===== config.mk =====
export PLATFORM = sky130hd
export DESIGN_NAME = usb_crc_tx_encoder
export DESIGN_NICKNAME = d
export VERILOG_FILES = /design/src/rtl/usb_crc_pkg.sv /design/src/rtl/usb_crc_lfsr.sv /design/src/rtl/usb_crc_tx_encoder.sv
export SDC_FILE = /design/constraint.sdc
export NUM_CORES = 1
export LEC_CHECK = 0
export ABC_AREA = 1
export CORE_UTILIZATION = 35
export DETAILED_ROUTE_END_ITERATION = 10
export GPL_TIMING_DRIVEN = 0
export MAX_ROUTING_LAYER = met4
export PLACE_DENSITY = 0.61
export SYNTH_ARGS = -nofsm -noshare
export SYNTH_HDL_FRONTEND = slang
export SYNTH_SLANG_ARGS = --single-unit

===== constraint.sdc =====
create_clock -name clk -period 13.4 [get_ports clk]
set_clock_uncertainty 0.15 [all_clocks]
set_input_delay 1.34 -clock clk [delete_from_list [all_inputs] [get_ports clk]]
set_output_delay 1.34 -clock clk [all_outputs]
set_load 0.05 [all_outputs]

===== src/rtl/usb_crc_pkg.sv =====
// Shared types and CRC constants for the USB transmit CRC encoder.
package usb_crc_pkg;

    typedef enum logic {
        CRC_TOKEN = 1'b0,
        CRC_DATA  = 1'b1
    } crc_mode_t;

    typedef enum logic [1:0] {
        IDLE = 2'd0,
        DATA = 2'd1,
        CRC  = 2'd2
    } state_t;

    localparam logic [4:0]  CRC5_POLY      = 5'h05;
    localparam logic [15:0] CRC16_POLY     = 16'h8005;
    localparam logic [4:0]  CRC5_RESIDUAL  = 5'b01100;
    localparam logic [15:0] CRC16_RESIDUAL = 16'h800D;
    localparam int          TOKEN_BITS     = 11;

endpackage


===== src/rtl/usb_crc_lfsr.sv =====
// Serial MSB-feedback CRC register: preset to all ones, shifts one bit per enable.
module usb_crc_lfsr #(
    parameter int           W    = 5,
    parameter logic [W-1:0] POLY = '0
) (
    input  logic         clk,
    input  logic         rst_b,
    input  logic         init,
    input  logic         en,
    input  logic         bit_in,
    output logic [W-1:0] crc
);

    logic [W-1:0] r_crc;
    logic         w_fb;

    assign w_fb = r_crc[W-1] ^ bit_in;
    assign crc  = r_crc;

    always_ff @(posedge clk or negedge rst_b) begin
        if (!rst_b) begin
            r_crc <= '1;
        end else if (init) begin
            r_crc <= '1;
        end else if (en) begin
            r_crc <= {r_crc[W-2:0], 1'b0} ^ (w_fb ? POLY : '0);
        end
    end

endmodule


===== src/rtl/usb_crc_tx_encoder.sv =====
// Handshaked USB CRC5 (token) / CRC16 (data) generator and LSB-first serialiser.
// Define USB_CRC_SELFCHECK_EN to add the crc_err shadow-residual checker output.
module usb_crc_tx_encoder
    import usb_crc_pkg::*;
#(
    parameter int MAX_PAYLOAD_BITS = 512,
    parameter int LEN_W            = 10
) (
    input  logic                        clk,
    input  logic                        rst_b,
    input  logic                        in_valid,
    output logic                        in_ready,
    input  logic                        in_mode,
    input  logic [LEN_W-1:0]            in_len,
    input  logic [MAX_PAYLOAD_BITS-1:0] in_data,
    output logic                        out_valid,
    input  logic                        out_ready,
    output logic                        out_bit,
    output logic                        out_last,
`ifdef USB_CRC_SELFCHECK_EN
    output logic                        crc_err,
`endif
    output logic                        busy
);

    localparam int IDX_W = (MAX_PAYLOAD_BITS > 1) ? $clog2(MAX_PAYLOAD_BITS) : 1;

    state_t                      r_state;
    crc_mode_t                   r_mode;
    logic [MAX_PAYLOAD_BITS-1:0] r_data;
    logic [LEN_W-1:0]            r_len;
    logic [LEN_W-1:0]            r_idx;
    logic [3:0]                  r_crc_cnt;
    logic                        r_in_ready;
    logic                        r_out_valid;
    logic                        r_busy;

    logic                        w_accept;
    logic [LEN_W-1:0]            w_len_eff;
    logic                        w_pay_hs;
    logic                        w_pay_bit;
    logic                        w_crc_bit;
    logic [3:0]                  w_crc_last_cnt;
    logic [4:0]                  w_crc5;
    logic [15:0]                 w_crc16;

    assign w_accept  = in_valid && r_in_ready;
    assign w_len_eff = (in_mode == 1'b0)                    ? LEN_W'(TOKEN_BITS) :
                       (in_len > LEN_W'(MAX_PAYLOAD_BITS)) ? LEN_W'(MAX_PAYLOAD_BITS) : in_len;
    assign w_pay_hs  = (r_state == DATA) && out_ready;
    assign w_pay_bit = r_data[r_idx[IDX_W-1:0]];

    // The CRC field goes out MSB of the remainder first, inverted.
    assign w_crc_last_cnt = (r_mode == CRC_DATA) ? 4'd15 : 4'd4;
    assign w_crc_bit      = (r_mode == CRC_DATA) ? ~w_crc16[~r_crc_cnt]
                                                 : ~w_crc5[3'd4 - r_crc_cnt[2:0]];

    assign in_ready  = r_in_ready;
    assign out_valid = r_out_valid;
    assign busy      = r_busy;
    assign out_bit   = (r_state == DATA) ? w_pay_bit :
                       (r_state == CRC)  ? w_crc_bit : 1'b0;
    assign out_last  = (r_state == CRC) && (r_crc_cnt == w_crc_last_cnt);

    always_ff @(posedge clk) begin
        if (w_accept) begin
            r_data <= in_data;
            r_mode <= crc_mode_t'(in_mode);
            r_len  <= w_len_eff;
        end
    end

    always_ff @(posedge clk or negedge rst_b) begin
        if (!rst_b) begin
            r_state     <= IDLE;
            r_idx       <= '0;
            r_crc_cnt   <= '0;
            r_in_ready  <= 1'b1;
            r_out_valid <= 1'b0;
            r_busy      <= 1'b0;
        end else begin
            case (r_state)
                IDLE: begin
                    if (w_accept) begin
                        r_idx       <= '0;
                        r_crc_cnt   <= '0;
                        r_in_ready  <= 1'b0;
                        r_out_valid <= 1'b1;
                        r_busy      <= 1'b1;
                        r_state     <= (w_len_eff == '0) ? CRC : DATA;
                    end
                end
                DATA: begin
                    if (out_ready) begin
                        if (r_idx == r_len - LEN_W'(1)) begin
                            r_state <= CRC;
                        end else begin
                            r_idx <= r_idx + LEN_W'(1);
                        end
                    end
                end
                CRC: begin
                    if (out_ready) begin
                        if (r_crc_cnt == w_crc_last_cnt) begin
                            r_state     <= IDLE;
                            r_in_ready  <= 1'b1;
                            r_out_valid <= 1'b0;
                            r_busy      <= 1'b0;
                        end else begin
                            r_crc_cnt <= r_crc_cnt + 4'd1;
                        end
                    end
                end
                default: begin
                    r_state     <= IDLE;
                    r_in_ready  <= 1'b1;
                    r_out_valid <= 1'b0;
                    r_busy      <= 1'b0;
                end
            endcase
        end
    end

    // Both remainders run side by side; r_mode picks the one that is emitted.
    usb_crc_lfsr #(.W(16), .POLY(CRC16_POLY)) u_crc16 (
        .clk    (clk),
        .rst_b  (rst_b),
        .init   (w_accept),
        .en     (w_pay_hs),
        .bit_in (w_pay_bit),
        .crc    (w_crc16)
    );

    usb_crc_lfsr #(.W(5), .POLY(CRC5_POLY)) u_crc5 (
        .clk    (clk),
        .rst_b  (rst_b),
        .init   (w_accept),
        .en     (w_pay_hs),
        .bit_in (w_pay_bit),
        .crc    (w_crc5)
    );

`ifdef USB_CRC_SELFCHECK_EN
    logic        w_out_hs;
    logic [4:0]  w_sh5;
    logic [15:0] w_sh16;
    logic        r_chk_pend;

    assign w_out_hs = r_out_valid && out_ready;

    usb_crc_lfsr #(.W(16), .POLY(CRC16_POLY)) u_shadow16 (
        .clk    (clk),
        .rst_b  (rst_b),
        .init   (w_accept),
        .en     (w_out_hs),
        .bit_in (out_bit),
        .crc    (w_sh16)
    );

    usb_crc_lfsr #(.W(5), .POLY(CRC5_POLY)) u_shadow5 (
        .clk    (clk),
        .rst_b  (rst_b),
        .init   (w_accept),
        .en     (w_out_hs),
        .bit_in (out_bit),
        .crc    (w_sh5)
    );

    // Residual is only meaningful once the last CRC bit has been shifted in.
    always_ff @(posedge clk or negedge rst_b) begin
        if (!rst_b) begin
            r_chk_pend <= 1'b0;
        end else begin
            r_chk_pend <= w_out_hs && out_last;
        end
    end

    assign crc_err = r_chk_pend && ((r_mode == CRC_DATA) ? (w_sh16 != CRC16_RESIDUAL)
                                                         : (w_sh5 != CRC5_RESIDUAL));
`endif

endmodule


======== Word-level counts from Yosys, hierarchy flattened ========
Cells that the tools add are included.
storage, ports and cells
  flip-flop bits (word level) ............. 562
  latch bits .............................. 0
  RAM bits ................................ 0
  ROM bits ................................ 0
  input bits .............................. 527
  logic and storage cells ................. 90
  memories ................................ 0
operators by class
  add/subtract/negate cells ............... 4
  multiply operators ...................... 0
  divide/modulo/power cells ............... 0
  order comparisons ....................... 4
  equality and inequality tests ........... 11
  shift operators ......................... 0
  mux-type cells .......................... 41
  bitwise logic cells ..................... 8
  reduce and logical (&&, ||, !) cells .... 12
operator list
  kind                                                 number
  two-way mux 10 bit                                   5
  two-way mux 16 bit                                   3
  one-hot mux 10 bit (2 select lines)                  1
  two-way mux 4 bit                                    4
  XOR 16 bit                                           1
  two-way mux 1 bit                                    12
  two-way mux 2 bit                                    6
  AND reduction 4 bit                                  3
  adder 10 x 1 -> 10 bit, second input constant        1
  == test 10 bit                                       1
  > comparator 10 bit, second input constant           1
  logical NOT 10 bit                                   1
  < comparator 9 x 10 -> 1 bit, second input constant  1
  two-way mux 5 bit                                    2
  subtractor 10 x 1 -> 10 bit, second input constant   1
  binary-select mux 1 bit (select 9 bit)               1
  != test 2 bit, second input constant                 4
  one-hot mux 4 bit (2 select lines)                   1
  != test 2 x 1 -> 1 bit, second input constant        3
  one-hot mux 1 bit (3 select lines)                   2
  one-hot mux 2 bit (3 select lines)                   1
  nonzero test 2 bit                                   3
  < comparator 4 x 5 -> 1 bit, second input constant   1
  AND reduction 5 bit                                  1
  15 further kinds                                     20

======== Longest topological paths before layout ========
  depth after elaboration ................. 7
  mapped depth ............................ 22
  gate-level depth less buffers ........... 20

======== Hierarchy ========
From an unflattened synthesis, not the netlist that was laid out.
second synthesis, totals
  cells, all modules ...................... 2198
  area, all modules ....................... 24083.1 um2
by module, submodules not included
  module                  times used  cells an instance  area an instance (um2)  seq. area each (um2)
  usb_crc_tx_encoder      1           2101               23097.2                 16156.7
  usb_crc_lfsr (u_crc16)  1           68                 748.2                   420.4
  usb_crc_lfsr (u_crc5)   1           29                 237.7                   131.4

======== Worst setup path after synthesis ========
OpenSTA, ideal clock, no wires.
  path kind ............................... input -> register
  start ................................... input port in_valid
  end ..................................... register u_crc16.r_crc[11], in the netlist u_crc16.crc[11]
  data arrival time ....................... 13.017 ns
  required time ........................... 13.168 ns
  slack ................................... 0.151 ns
  cell stages on the path ................. 5
  path buffers ............................ 1
  cells stage by stage .................... nand2_1 -> inv_1 -> nor2_2 -> buf_2 -> a22oi_1
between the ends
  word-level cells in the longest chain between the ends .. 2
ends and longest elaborated chain
  what                                                      RTL line                  source
  start, declared                                           usb_crc_tx_encoder.sv:11  input logic in_valid,
  logical AND 1 bit *                                       usb_crc_tx_encoder.sv:47  assign w_accept = in_valid && r_in_ready;
  net u_crc16.init                                          usb_crc_lfsr.sv:8         input logic init,
  two-way mux 16 bit or nonzero test 2 bit (tied branches)  --
  end signal, assigned                                      usb_crc_lfsr.sv:26        r_crc <= {r_crc[W-2:0], 1'b0} ^ (w_fb ? POLY : '0);
  end, declared                                             usb_crc_lfsr.sv:14        logic [W-1:0] r_crc;
Mark *: on every way through the listed nets, which the timed path passes. The rest lies on a longest branch.
A chain may end at the register's enable or synchronous reset.

======== Worst setup path in the final report ========
  start ................................... register r_idx[2]
  end ..................................... output port out_bit
between the ends
  word-level cells in the longest chain between the ends .. 3
ends and longest elaborated chain
  what                                     RTL line                  source
  start, declared                          usb_crc_tx_encoder.sv:32  logic [LEN_W-1:0] r_idx;
  start signal, assigned                   usb_crc_tx_encoder.sv:98  r_idx <= r_idx + LEN_W'(1);
  binary-select mux 1 bit (select 9 bit)   usb_crc_tx_encoder.sv:51  assign w_pay_bit = r_data[r_idx[IDX_W-1:0]];
  two-way mux 1 bit (implied by the code)  usb_crc_tx_encoder.sv:51
  two-way mux 1 bit                        usb_crc_tx_encoder.sv:61  assign out_bit = (r_state == DATA) ? w_pay_bit :
  end, declared                            usb_crc_tx_encoder.sv:18  output logic out_bit,
No other way between the ends. The select of a mux whose other input is x is not followed.

==> impl_metrics.py <==
metrics = {
    "grt": {
        "grt_max_degree": 138,
        "grt_pass1_wl_um": 128000,
        "first_global_vias": 18550,
        "overflow": 0,
        "grt_antenna_before_repair": 16,
        "grt_use_total_pct": 26.63,
    },
    "final_layout": {
        "nets": 3302,
        "area_growth_pct": 35.81,
        "fin_cells": 3712,
        "layout_commonest_cell": "clkdlybuf4s50_1",
        "final_util_pct": 48.27,
        "finalInstanceArea_mm2": 0.03259,
        "fill_cells": 6063,
        "drive_gt1_share_pct": 7.725,
        "mostFrequentLayoutCells": "clkdlybuf4s50_1, edfxtp_1, nand2_1",
    },
    "power": {
        "clkPwrFrac_pct": 27.8,
        "p_comb_share_pct": 33.5,
        "swShare_pct": 36.60,
        "power_uw": 6184,
        "p_per_area_mw_per_mm2": 189.8,
        "power_frac_seq_pct": 38.7,
        "vdd_drop_max_mv": 0.1185,
        "leakagePower_uw": 0.01266,
        "internal-power_uw": 3921,
        "p_sw_uw": 2264,
    },
    "timing": {
        "final.min_clock_period_ns": 6.181,
        "tightest_slew_ns": 1.122,
        "tns_ns": 0,
        "rsz0062_at_grt": "false",
        "final-max-slew-violation-count": 0,
        "min_period_over_period_pct": 46.13,
        "max_freq_mhz": 161.8,
        "slew_headroom_pct": 25.22,
        "hold_viol_final": 0,
        "setup_violations": 0,
    },
    "floorplanning": {
        "die_area_mm2": 0.06961,
        "dieWidth_um": 263.8,
        "core_area_mm2": 0.06751,
        "ioPinCount": 532,
        "rows": 95,
        "die_h_um": 263.8,
        "start_util_pct": 35.54,
    },
    "route": {
        "num_vias": 18800,
        "first_pass_iters": 5,
        "antenna_left": 0,
        "viasPerCell": 5.065,
        "drc": 0,
        "wirelength_um": 91720,
        "drtIter0Drc": 1991,
        "wire_per_inst_um": 24.71,
    },
    "worst_setup_path": {
        "worstSetupStartpointType": "flop",
        "cp_top_family": "buffers and inverters",
        "cp_num_buf_inv": 5,
        "path_max_fanout": 10,
        "crit_type": "reg2out",
        "crit_cells": 15,
        "max_stage_delay_ns": 0.89,
        "crit_top_cell": "nand2_1",
        "worstPathCellList": "buf_2 -> clkinv_1 -> clkbuf_1 -> o211ai_1 -> nand3_1 -> nand2_1 -> nand2_1 -> nand2_1 -> inv_1 -> nand2_1 -> nand2_1 -> nand3_2 -> nand2_2 -> o22ai_1 -> clkdlybuf4s50_1",
        "critPathSlowestCell": "clkdlybuf4s50_1",
        "critPathArrivalTime_ns": 4.69,
        "endpoint_kind": "output pin",
        "worstPathRequired_ns": 11.91,
        "r2r_cells": 17,
    },
    "logic_synthesis": {
        "synth_area_per_cell_um2": 11.04,
        "ys_ff_latch": 562,
        "ys_seq_area_share_pct": 69.64,
        "yosysWarnings": 0,
        "syn_area_mm2": 0.02399,
        "synth.distinct_cells": 40,
        "synth_nets": 2704,
        "synthCells": 2173,
    },
    "clock_tree": {
        "clkTransAtPathRegs_ns": 0.07,
        "cts_resized": 0,
        "h-tree-depth": 2,
        "cts_buffers": 61,
        "cts_buffer_depth": 3,
        "post_cts_buffers": 0,
        "cts_tree": "done",
        "clock_latency_ns": 0.65,
        "clockRootBuffer": "clkbuf_16",
        "cts_sinks": 562,
        "cts_hold_buf": 0,
    },
    "min_path": {
        "hold_class": "reg2reg",
        "holdPathStages": 2,
    },
    "job": {
        "cap_viol_max_count": 0,
    },
    "placement": {
        "place_area_mm2": 0.03051,
        "numPortBuffers": 531,
        "dp_hpwl_um": 68370,
        "gp_congestion": 0.8913,
        "place_inst": 3581,
    },
    "status": {
        "status": "finished, final reports clean",
    },
}
## power groups by stage
stage | combinational (µW) | sequential [µW] | clock, µW
after global routing | 2240 | 2420 | 1810
after CTS | 2070 | 2390 | 1740
after global placement | 2030 | 2670 | 0
after floorplan | 1110 | 2570 | 0
final | 2070 | 2400 | 1720
after detailed placement | 2060 | 2430 | 0
## cell families (layout without fill, tap and decap cells)
family / after synthesis / in the layout / synth area share, %
fa+ha+maj: 4 / 4 / 0.2086
other cells: 0 / 17 / 0
flops: 562 / 562 / 69.64
compound gates: 280 / 280 / 6.451
buf+inv: 303 / 952 / 5.882
simple gates: 1003 / 1003 / 17.06
xor+xnor: 21 / 21 / 0.7665
## cells in the mapped netlist
cell type / number / area share (%)
inv_2: 3 / 0.047
and3_1: 1 / 0.026
o41ai_1: 1 / 0.037
inv_6: 1 / 0.037
dfrtp_1: 17 / 1.8
nor2_1: 279 / 4.4
inv_1: 185 / 2.9
clkbuf_1: 18 / 0.28
a21oi_1: 39 / 0.81
nand3b_1: 1 / 0.031
o21ai_0: 161 / 3.4
buf_6: 22 / 1.0
buf_4: 8 / 0.25
nand3_1: 198 / 4.1
xnor2_1: 5 / 0.18
nor3_1: 9 / 0.19
o22ai_1: 6 / 0.16
nor4_1: 4 / 0.10
xor2_1: 16 / 0.58
nand4_1: 7 / 0.18
nand2_1: 493 / 7.7
buf_2: 59 / 1.2
clkinv_1: 3 / 0.047
o211ai_1: 29 / 0.91
o31ai_1: 5 / 0.16
o21ai_1: 18 / 0.38
nand3_2: 2 / 0.083
ha_1: 4 / 0.21
a22oi_1: 15 / 0.47
or2_2: 2 / 0.052
nand2_2: 3 / 0.078
a22o_1: 1 / 0.037
buf_1: 4 / 0.063
nor2_2: 1 / 0.026
a31oi_1: 3 / 0.078
edfxtp_1: 523 / 65
o21a_1: 1 / 0.031
or2_0: 3 / 0.078
dfstp_2: 22 / 2.4
a21boi_0: 1 / 0.031
## per-stage QoR
stage / hold WS (ns) / setup WS, ns
final: 0.3505 / 7.219
after global routing: 0.3821 / 7.089
after CTS: 0.3479 / 7.163
after detailed placement: 0.3409 / 7.879
after global placement: 0.3351 / -5.363
after floorplan: 0.3186 / 0.1510
## final cells by class
type / instances / area (µm²) / share of cell area (%)
Antenna cell: 17 / 42.54 / 0.1305
Buffer: 111 / 685.7 / 2.104
Clock buffer: 73 / 1593 / 4.888
Clock inverter: 41 / 437.9 / 1.344
Inverter: 192 / 733.2 / 2.250
Multi-Input combinational cell: 1308 / 5874 / 18.03
Sequential cell: 562 / 16710 / 51.27
Tap cell: 873 / 1092 / 3.352
Timing Repair Buffer: 535 / 5420 / 16.63
## state kept, by name, summed over array words and instances (netlist names), 2 cells and up
| register | cells |
|---|---|
| r_len | 10 |
| u_crc16.crc | 16 |
| r_state | 2 |
| r_data | 512 |
| r_idx | 10 |
| r_crc_cnt | 4 |
| u_crc5.crc | 5 |
## final timing paths
check	endpoint	start	slack (ns)
max	out_bit	r_idx[2]$_DFFE_PN0P_	7.22
min	u_crc16.crc[7]$_DFFE_PN1P_	u_crc16.crc[7]$_DFFE_PN1P_	0.35
max reg2reg	u_crc16.crc[2]$_DFFE_PN1P_	r_idx[2]$_DFFE_PN0P_	9.84
min reg2reg	u_crc16.crc[7]$_DFFE_PN1P_	u_crc16.crc[7]$_DFFE_PN1P_	0.35
max in group asynchronous	r_idx[8]$_DFFE_PN0P_	rst_b	11.80
min in group asynchronous	r_idx[4]$_DFFE_PN0P_	rst_b	0.70
## per-layer routing
metal  routed length [µm]  part of all wire [%]  global-route usage, %
met1                38580                    42                  34.06
met2                43840                    48                  42.92
met3                 6684                   7.3                  4.717
met4                 2617                   2.9                  8.690
met5                    0                     0                      -
## tightest hold or removal path: stages (launching register included)
cell and delay [ns]:
dfstp_2 0.37, inv_1 0.06, a22oi_1 0.06
(Power assumes the default switching activity.)
